$ cat src/rtl/ring_input_buffer_if.sv
// ----------------------------------------------------------------------------
// ring_ib_if
// Upstream link and allocator-grant bundle for one ring router input port.
//
//   in_packet      packet offered by the upstream link
//                  ([48] valid, [47:32] age key, [31:16] dest id, [15:0] payload)
//   in_valid       in_packet is offered this cycle
//   in_high        1 = high priority class, 0 = low priority class
//   in_ready_high  high class has at least one free slot
//   in_ready_low   low class has at least one free slot
//   grant_valid    allocator granted a slot this cycle
//   grant_pos      granted slot index
//   grant_in_high  granted slot belongs to the high class
//
// master: upstream link / allocator side.  slave: the input buffer.
// ----------------------------------------------------------------------------
interface ring_ib_if #(
    parameter int PACKET_SIZE = 49
) ();
    logic [PACKET_SIZE-1:0] in_packet;
    logic                   in_valid;
    logic                   in_high;
    logic                   in_ready_high;
    logic                   in_ready_low;
    logic                   grant_valid;
    logic [15:0]            grant_pos;
    logic                   grant_in_high;

    modport master (
        output in_packet, in_valid, in_high,
        output grant_valid, grant_pos, grant_in_high,
        input  in_ready_high, in_ready_low
    );

    modport slave (
        input  in_packet, in_valid, in_high,
        input  grant_valid, grant_pos, grant_in_high,
        output in_ready_high, in_ready_low
    );
endinterface

$ cat src/rtl/ring_input_buffer.sv
// ----------------------------------------------------------------------------
// ring_input_buffer
// Per-port input stage of the ring router. Packets from the upstream link are
// stored in a high- and a low-priority slot array; every slot and its route
// code are presented to the switch allocator, which frees slots by granting
// them. Stored packets age every cycle so that a min-key pick is oldest-first.
//
// Ports:
//   clk, rst                      clock, synchronous active-high reset
//   bus (ring_ib_if.slave)        upstream offer, readies, allocator grant
//   buffer_high_prior / _low      slot contents per class (BUFFER_SIZE slots)
//   buffer_*_route_info           per-slot route code (0 when slot empty)
//   occ_high / occ_low            occupied slot count per class
//   grant_err                     sticky: grant hit an empty / out-of-range slot
// ----------------------------------------------------------------------------
module ring_input_buffer #(
    parameter int          PACKET_SIZE = 49,
    parameter int          BUFFER_SIZE = 4,
    parameter logic [15:0] LOCAL_ID    = 16'h0000,
    parameter logic [15:0] FWD_CODE    = 16'h0001,
    parameter logic [15:0] EJECT_CODE  = 16'h0002
) (
    input  logic                                     clk,
    input  logic                                     rst,
    ring_ib_if.slave                                 bus,
    output logic [BUFFER_SIZE-1:0][PACKET_SIZE-1:0]  buffer_high_prior,
    output logic [BUFFER_SIZE-1:0][PACKET_SIZE-1:0]  buffer_low_prior,
    output logic [BUFFER_SIZE-1:0][15:0]             buffer_high_prior_route_info,
    output logic [BUFFER_SIZE-1:0][15:0]             buffer_low_prior_route_info,
    output logic [$clog2(BUFFER_SIZE):0]             occ_high,
    output logic [$clog2(BUFFER_SIZE):0]             occ_low,
    output logic                                     grant_err
);
    localparam int              IDX_W     = (BUFFER_SIZE > 1) ? $clog2(BUFFER_SIZE) : 1;
    localparam int              OCC_W     = $clog2(BUFFER_SIZE) + 1;
    localparam logic [OCC_W-1:0] OCC_FULL  = OCC_W'(BUFFER_SIZE);
    localparam logic [15:0]     POS_LIMIT = 16'(BUFFER_SIZE);
    localparam int              VALID_BIT = PACKET_SIZE - 1;

    logic [IDX_W-1:0]       grant_idx;
    logic                   grant_in_range;
    logic [15:0]            route_in;
    logic [PACKET_SIZE-1:0] packet_in;
    logic [1:0]             ready;
    logic [1:0]             grant_miss;
    logic                   grant_err_reg;
    logic                   unused_ok;

    // The incoming age key is discarded: every packet starts as "youngest".
    assign unused_ok = &{1'b0, bus.in_packet[47:32]};

    assign grant_idx      = bus.grant_pos[IDX_W-1:0];
    assign grant_in_range = (bus.grant_pos < POS_LIMIT);
    assign route_in       = (bus.in_packet[31:16] == LOCAL_ID) ? EJECT_CODE : FWD_CODE;
    assign packet_in      = {1'b1, 16'hFFFF, bus.in_packet[31:0]};

    // Class 1 = high priority, class 0 = low priority.
    genvar gi;
    generate
        for (gi = 0; gi < 2; gi++) begin : g_class
            localparam bit IS_HIGH = (gi == 1);

            logic [PACKET_SIZE-1:0] slot_reg  [BUFFER_SIZE];
            logic [15:0]            route_reg [BUFFER_SIZE];
            logic [OCC_W-1:0]       occ_reg;
            logic [BUFFER_SIZE-1:0] occupied;
            logic [IDX_W-1:0]       wr_idx;
            logic                   accept;
            logic                   grant_sel;
            logic                   grant_hit;

            always_comb begin
                occupied = '0;
                for (int j = 0; j < BUFFER_SIZE; j++) begin
                    occupied[j] = slot_reg[j][VALID_BIT];
                end
            end

            // Lowest-index free slot from pre-edge state; a slot freed this
            // cycle is still occupied here, so it is never reused the same edge.
            always_comb begin
                wr_idx = '0;
                for (int j = BUFFER_SIZE - 1; j >= 0; j--) begin
                    if (!occupied[j]) begin
                        wr_idx = IDX_W'(j);
                    end
                end
            end

            // Ready depends only on registered occupancy, never on a grant.
            assign ready[gi]      = (occ_reg != OCC_FULL);
            assign accept         = bus.in_valid & bus.in_packet[VALID_BIT]
                                  & (bus.in_high == IS_HIGH) & ready[gi];
            assign grant_sel      = bus.grant_valid & (bus.grant_in_high == IS_HIGH);
            assign grant_hit      = grant_sel & grant_in_range & occupied[grant_idx];
            assign grant_miss[gi] = grant_sel & ~(grant_in_range & occupied[grant_idx]);

            always_ff @(posedge clk) begin
                if (rst) begin
                    for (int j = 0; j < BUFFER_SIZE; j++) begin
                        slot_reg[j]  <= '0;
                        route_reg[j] <= '0;
                    end
                    occ_reg <= '0;
                end else begin
                    for (int j = 0; j < BUFFER_SIZE; j++) begin
                        // A write targets an empty slot and a free targets an
                        // occupied one, so the two never collide on one slot.
                        if (accept && (wr_idx == IDX_W'(j))) begin
                            slot_reg[j]  <= packet_in;
                            route_reg[j] <= route_in;
                        end else if (grant_hit && (grant_idx == IDX_W'(j))) begin
                            slot_reg[j]  <= '0;
                            route_reg[j] <= '0;
                        end else if (occupied[j] && (slot_reg[j][47:32] != 16'h0000)) begin
                            slot_reg[j][47:32] <= slot_reg[j][47:32] - 16'd1;
                        end
                    end
                    occ_reg <= occ_reg + OCC_W'(accept) - OCC_W'(grant_hit);
                end
            end
        end
    endgenerate

    always_ff @(posedge clk) begin
        if (rst) begin
            grant_err_reg <= 1'b0;
        end else if (|grant_miss) begin
            grant_err_reg <= 1'b1;
        end
    end

    genvar gj;
    generate
        for (gj = 0; gj < BUFFER_SIZE; gj++) begin : g_out
            assign buffer_high_prior[gj]            = g_class[1].slot_reg[gj];
            assign buffer_low_prior[gj]             = g_class[0].slot_reg[gj];
            assign buffer_high_prior_route_info[gj] = g_class[1].route_reg[gj];
            assign buffer_low_prior_route_info[gj]  = g_class[0].route_reg[gj];
        end
    endgenerate

    assign occ_high          = g_class[1].occ_reg;
    assign occ_low           = g_class[0].occ_reg;
    assign bus.in_ready_high = ready[1];
    assign bus.in_ready_low  = ready[0];
    assign grant_err         = grant_err_reg;
endmodule

$ cat src/flat_wrapper.sv
// flat-port wrapper written by rule: the top's interface ports become plain ports
module ring_input_buffer_flat 
#(
    parameter int          PACKET_SIZE = 49,
    parameter int          BUFFER_SIZE = 4,
    parameter logic [15:0] LOCAL_ID    = 16'h0000,
    parameter logic [15:0] FWD_CODE    = 16'h0001,
    parameter logic [15:0] EJECT_CODE  = 16'h0002
)
  (clk, rst, buffer_high_prior, buffer_low_prior, buffer_high_prior_route_info, buffer_low_prior_route_info, occ_high, occ_low, grant_err, bus_in_packet, bus_in_valid, bus_in_high, bus_grant_valid, bus_grant_pos, bus_grant_in_high, bus_in_ready_high, bus_in_ready_low);
  ring_ib_if #(.PACKET_SIZE(PACKET_SIZE)) bus_i ();
  input  logic clk;
  input  logic rst;
  output logic [BUFFER_SIZE-1:0][PACKET_SIZE-1:0] buffer_high_prior;
  output logic [BUFFER_SIZE-1:0][PACKET_SIZE-1:0] buffer_low_prior;
  output logic [BUFFER_SIZE-1:0][15:0] buffer_high_prior_route_info;
  output logic [BUFFER_SIZE-1:0][15:0] buffer_low_prior_route_info;
  output logic [$clog2(BUFFER_SIZE):0] occ_high;
  output logic [$clog2(BUFFER_SIZE):0] occ_low;
  output logic grant_err;
  input wire logic [$bits(bus_i.in_packet)-1:0] bus_in_packet;
  input wire logic [$bits(bus_i.in_valid)-1:0] bus_in_valid;
  input wire logic [$bits(bus_i.in_high)-1:0] bus_in_high;
  input wire logic [$bits(bus_i.grant_valid)-1:0] bus_grant_valid;
  input wire logic [$bits(bus_i.grant_pos)-1:0] bus_grant_pos;
  input wire logic [$bits(bus_i.grant_in_high)-1:0] bus_grant_in_high;
  output wire logic [$bits(bus_i.in_ready_high)-1:0] bus_in_ready_high;
  output wire logic [$bits(bus_i.in_ready_low)-1:0] bus_in_ready_low;
  assign bus_i.in_packet = bus_in_packet;
  assign bus_i.in_valid = bus_in_valid;
  assign bus_i.in_high = bus_in_high;
  assign bus_i.grant_valid = bus_grant_valid;
  assign bus_i.grant_pos = bus_grant_pos;
  assign bus_i.grant_in_high = bus_grant_in_high;
  assign bus_in_ready_high = bus_i.in_ready_high;
  assign bus_in_ready_low = bus_i.in_ready_low;
  ring_input_buffer #(.PACKET_SIZE(PACKET_SIZE), .BUFFER_SIZE(BUFFER_SIZE), .LOCAL_ID(LOCAL_ID), .FWD_CODE(FWD_CODE), .EJECT_CODE(EJECT_CODE)) u_core (.clk(clk), .rst(rst), .bus(bus_i), .buffer_high_prior(buffer_high_prior), .buffer_low_prior(buffer_low_prior), .buffer_high_prior_route_info(buffer_high_prior_route_info), .buffer_low_prior_route_info(buffer_low_prior_route_info), .occ_high(occ_high), .occ_low(occ_low), .grant_err(grant_err));
endmodule
$ cat config.mk
export PLATFORM = sky130hd
export DESIGN_NAME = ring_input_buffer_flat
export DESIGN_NICKNAME = d
export VERILOG_FILES = /design/src/rtl/ring_input_buffer_if.sv /design/src/rtl/ring_input_buffer.sv /design/src/flat_wrapper.sv
export SDC_FILE = /design/constraint.sdc
export NUM_CORES = 1
export LEC_CHECK = 0
export ABC_AREA = 1
export CAP_MARGIN = 20
export CORE_AREA = 2 2 232 234
export CTS_BUF_LIST = sky130_fd_sc_hd__clkbuf_8
export CTS_CLUSTER_SIZE = 28
export DETAILED_ROUTE_END_ITERATION = 8
export DIE_AREA = 0 0 234 236
export PLACE_DENSITY = 0.67
export SLEW_MARGIN = 10
export SYNTH_ARGS = -nofsm -noshare
export SYNTH_HDL_FRONTEND = slang
export SYNTH_SLANG_ARGS = --single-unit
$ cat constraint.sdc
create_clock -name clk -period 4.75 [get_ports clk]
set_input_delay 1.1875 -clock clk [delete_from_list [all_inputs] [get_ports clk]]
set_output_delay 1.1875 -clock clk [all_outputs]
set_load 0.05 [all_outputs]
After elaboration in Yosys (flattened, before gate mapping)
Memory sizes are Yosys's and may differ from the RTL's. Cells that the tools add are included.

$add $sub $neg: 12. $mul: 0. Div/mod/pow operators: 0. Order comparisons: 2. Equal/unequal tests: 11. Shift-type cells: 0. Muxes and demuxes: 151. Bitwise gates (word level): 59. Reduce and logical (&&, ||, !) cells: 37.

Operators by type and width (count): 49-bit two-way mux (16); 16-bit two-way mux (8); 16-bit nonzero test (8); 16-bit by 1-bit subtractor with 16-bit output (second input constant) (8); 1-bit two-way mux (100); 2-bit two-way mux (25); 1-bit bitwise OR (40); 1-bit logical AND (24); 16-bit logical NOT (1); 16-bit by 3-bit < comparator with 1-bit output (second input constant) (1); 1-bit AND (15); 2-bit == test (second input constant) (6); 3-bit by 1-bit adder with 3-bit output (2); 2-bit by 1-bit == test with 1-bit output (second input constant) (3); 2-bit logical NOT (3); 3-bit != test (second input constant) (2); 3-bit by 1-bit subtractor with 3-bit output (2); 1-bit binary-select mux with 2-bit select (2); 1-bit NOT (4); 2-bit by 3-bit < comparator with 1-bit output (second input constant) (1); 2-bit OR reduction (1).

Bits in registers: 7. Latch bits: 0. Memory bits (writable): 408. ROM bits: 0. Logic and storage cells: 279. Memories kept: 4.

Memories: u_core.g_class[0].slot_reg (words 4, bits a word 49, rd ports 4, clocked after Yosys merged registers in 0, write ports 4, RTL line ring_input_buffer.sv:63) `logic [PACKET_SIZE-1:0] slot_reg [BUFFER_SIZE];`; u_core.g_class[1].slot_reg (words 4, bits a word 49, rd ports 4, clocked after Yosys merged registers in 0, write ports 4, RTL line ring_input_buffer.sv:63); u_core.g_class[0].route_reg (words 4, bits a word 2, rd ports 4, clocked after Yosys merged registers in 0, write ports 4, RTL line ring_input_buffer.sv:64) `logic [15:0] route_reg [BUFFER_SIZE];`; u_core.g_class[1].route_reg (words 4, bits a word 2, rd ports 4, clocked after Yosys merged registers in 0, write ports 4, RTL line ring_input_buffer.sv:64).

Longest topological paths before layout
An unclocked memory read counts as a cell.

Word-level depth: 13. Depth in mapped cells: 15.

Worst setup path after synthesis
OpenSTA, ideal clock, no wires.

Path kind: input -> register. Start: input rst. End: memory u_core.g_class[0].slot_reg[12][32], in the netlist u_core.g_class[0].slot_reg[3][32] (enable). Arrival: 3.421 ns. Required time: 4.454 ns. Setup slack: 1.034 ns. Stages on the path: 6. Path through: buf_2 clkinv_1 buf_4 buf_2 nand3b_1 or2_2.

RTL lines: start, declared (RTL line flat_wrapper.sv:13) `input logic rst;`; end, declared (RTL line ring_input_buffer.sv:63).

Worst setup path after layout
Start: register u_core.g_class[1].occ_reg[1], in the netlist u_core.occ_high[1]. End: output bus_in_ready_high.

Word-level cells in the longest chain between the ends: 1.

Ends and longest elaborated chain: start, declared (RTL line ring_input_buffer.sv:65) `logic [OCC_W-1:0] occ_reg;`; start signal, assigned (RTL line ring_input_buffer.sv:119) `occ_reg <= occ_reg + OCC_W'(accept) - OCC_W'(grant_hit);`; 3-bit != test (RTL line ring_input_buffer.sv:91) `assign ready[gi] = (occ_reg != OCC_FULL);`; end, declared (RTL line flat_wrapper.sv:27) `output wire logic [$bits(bus_i.in_ready_high)-1:0] bus_in_ready_high;`.

Every way passes these cells.

==> reports/results.tsv <==
metric	value	unit
cts_tree	built	
vdd_drop_max	234	µV
ys_ff_latch	415	
grt_max_degree	52	
cp_max_fo	3	
fin_ws	1430	ps
worst_pin_slew	1020	ps
core_area	53100	µm²
finalHoldViolations	0	
synth_cell_types	37	
fin_nets	2593	
drt-total-wl	62.3	mm
wl_per_cell	19.2	µm
clkSinkCount	415	
power_density	354	nW/µm²
synth_top_area_cell	edfxtp_1	
synth_top_area_share	0.609	
hpwl	43.3	mm
cts_root_buf	clkbuf_8	
ant_nets	0	
synthTopCellsByArea	edfxtp_1 (61%), nor2_1 (8.2%), nand2_1 (6.3%)	
clk_latency	670	ps
cts_resized	0	
p_int	6290	µW
rows	85	
cp-start-kind	register	
swShare	0.329	
io_buffers	471	
worstSetupPathType	register to primary output	
p_sw	3090	µW
first_pass_iters	5	
multiInputGateArea	6140	µm²
clk_pin_slew	60	ps
place_inst	3119	
synth-edff-count	408	
final_cell_mix	clkdlybuf4s50_1 (471), nor2_1 (442), edfxtp_1 (408)	
layout-drive-gt1-share	0.0628	
min_period_over_period	0.699	
yosys_most_used_dff	edfxtp_1	
power_frac_seq	0.466	
pre_cts_slack	746	ps
syn_area	20100	µm²
total_leakage_power	0.0112	µW
htreeDepth	3	
die_w	234	µm
clock_skew	52.0	ps
slew_viol_final	0	
fmax	301	MHz
grt_util_all_layers	0.223	
drt-initial-drc-count	853	
yosys_warnings	0	
synthArstFlopShare	0	
stdcell_count	3244	
drc	0	
initial_core_util	0.379	
seq_area_frac_synth	0.616	
io_pins	600	
max-cap-violations	0	
clock_path_buffers	3	
overflow	0	
grt_pass1_vias	15187	
fillers	4814	
syn_avg_cell_area	10.1	µm²
antenna_found_initial	1	
mostFrequentLayoutCell	clkdlybuf4s50_1	
vias	15410	
setup_viol	0	
pwr-share-comb	0.204	
largest_reg_flops	392	
crit_path_end_kind	primary output	
netlist_instances	1986	
status	finished, final reports clean	
p_clk_frac	0.330	
rsz0062_at_grt	no	
cts_setup_buffers	0	
slew_headroom	0.321	
whs	545	ps
period_minus_slack	3320	ps
tns	0	ps
cp.required	3560	ps
syn_to_final_growth	31.9	%
die_y	236	µm
grt_pass1_wl	91.7	mm
viasPerCell	4.75	
ff_latch_area	12400	µm²
numCtsBuffers	75	
worstPathArrival	2130	ps
gp_congestion	0.904	
die-area	55200	µm²
hold_buffers	0	
min_path_type	register to register	
-- layer usage --
| layer | wire length [µm] | part of all wire | up-vias | track usage |
|---|---|---|---|---|
| met2 | 31100 | 0.50 | 612 | 0.381 |
| li1 | - | - | 7230 | - |
| met3 | 5040 | 0.081 | 116 | 0.0656 |
| met4 | 1790 | 0.029 | 2 | 0.0712 |
| met1 | 24400 | 0.39 | 7450 | 0.269 |
| met5 | 13 | 0.00021 | - | 0 |
-- cells in the mapped netlist (20+ instances only) --
| cell type | n |
|---|---|
| buf_2 | 24 |
| ha_1 | 20 |
| nor2_1 | 442 |
| o21ai_0 | 51 |
| inv_1 | 212 |
| buf_4 | 117 |
| clkbuf_1 | 20 |
| xor2_1 | 62 |
| xnor2_1 | 41 |
| nand2_1 | 335 |
| edfxtp_1 | 408 |
| nand3_1 | 130 |
-- worst paths after layout --
path	from	end	slack, ps	depth (start not counted)
max	u_core.occ_high[1]	bus_in_ready_high	1430	3
min	u_core.grant_err	u_core.grant_err	540	2
max reg2reg	u_core.g_class[1].slot_reg[0][146]	u_core.g_class[1].slot_reg[0][45]	2090	10
min reg2reg	u_core.grant_err	u_core.grant_err	540	2
-- power by group through the flow --
| stage | logic (µW) | registers, µW | clock network (µW) |
|---|---|---|---|
| 2_1_floorplan | 725 | 5080 | 0 |
| 3_3_place_gp | 1900 | 4440 | 0 |
| 3_5_place_dp | 1910 | 4450 | 0 |
| 4_1_cts | 1920 | 4370 | 3160 |
| 5_1_grt | 2020 | 4390 | 3310 |
| 6_report | 1910 | 4370 | 3100 |
-- per-stage QoR --
step	total power, µW	util	cell area, µm²
finish	9390	0.500	26500
global route	9730	0.500	26500
CTS	9460	0.500	26500
detailed placement	6360	0.475	25200
global placement	6340	0.475	25200
floorplan	5800	-	20500
-- critical path, stage by stage (launching register included) --
cell	delay, ps
dfxtp_1	400
inv_1	100
nand3_1	170
clkdlybuf4s50_1	840
-- cell families (layout without fill, tap and decap cells) --
kind of cell / count (synthesis) / after routing / synth area share
simple gates: 987 / 987 / 0.210
xor+xnor: 103 / 103 / 0.0448
other cells: 1 / 113 / 0.000186
buf+inv: 403 / 853 / 0.101
compound gates: 55 / 55 / 0.0137
fa+ha+maj: 22 / 22 / 0.0144
flops: 415 / 415 / 0.616
-- final cells by class --
type,count,area share
sequential,415,0.467
inverter,233,0.0331
tap,696,0.0328
multi-input combinational,1279,0.232
clock inverter,48,0.0104
antenna,1,0.0000943
timing repair buffer,496,0.186
clock buffer,76,0.0394
Note: power is estimated with default switching activity, not from simulation.
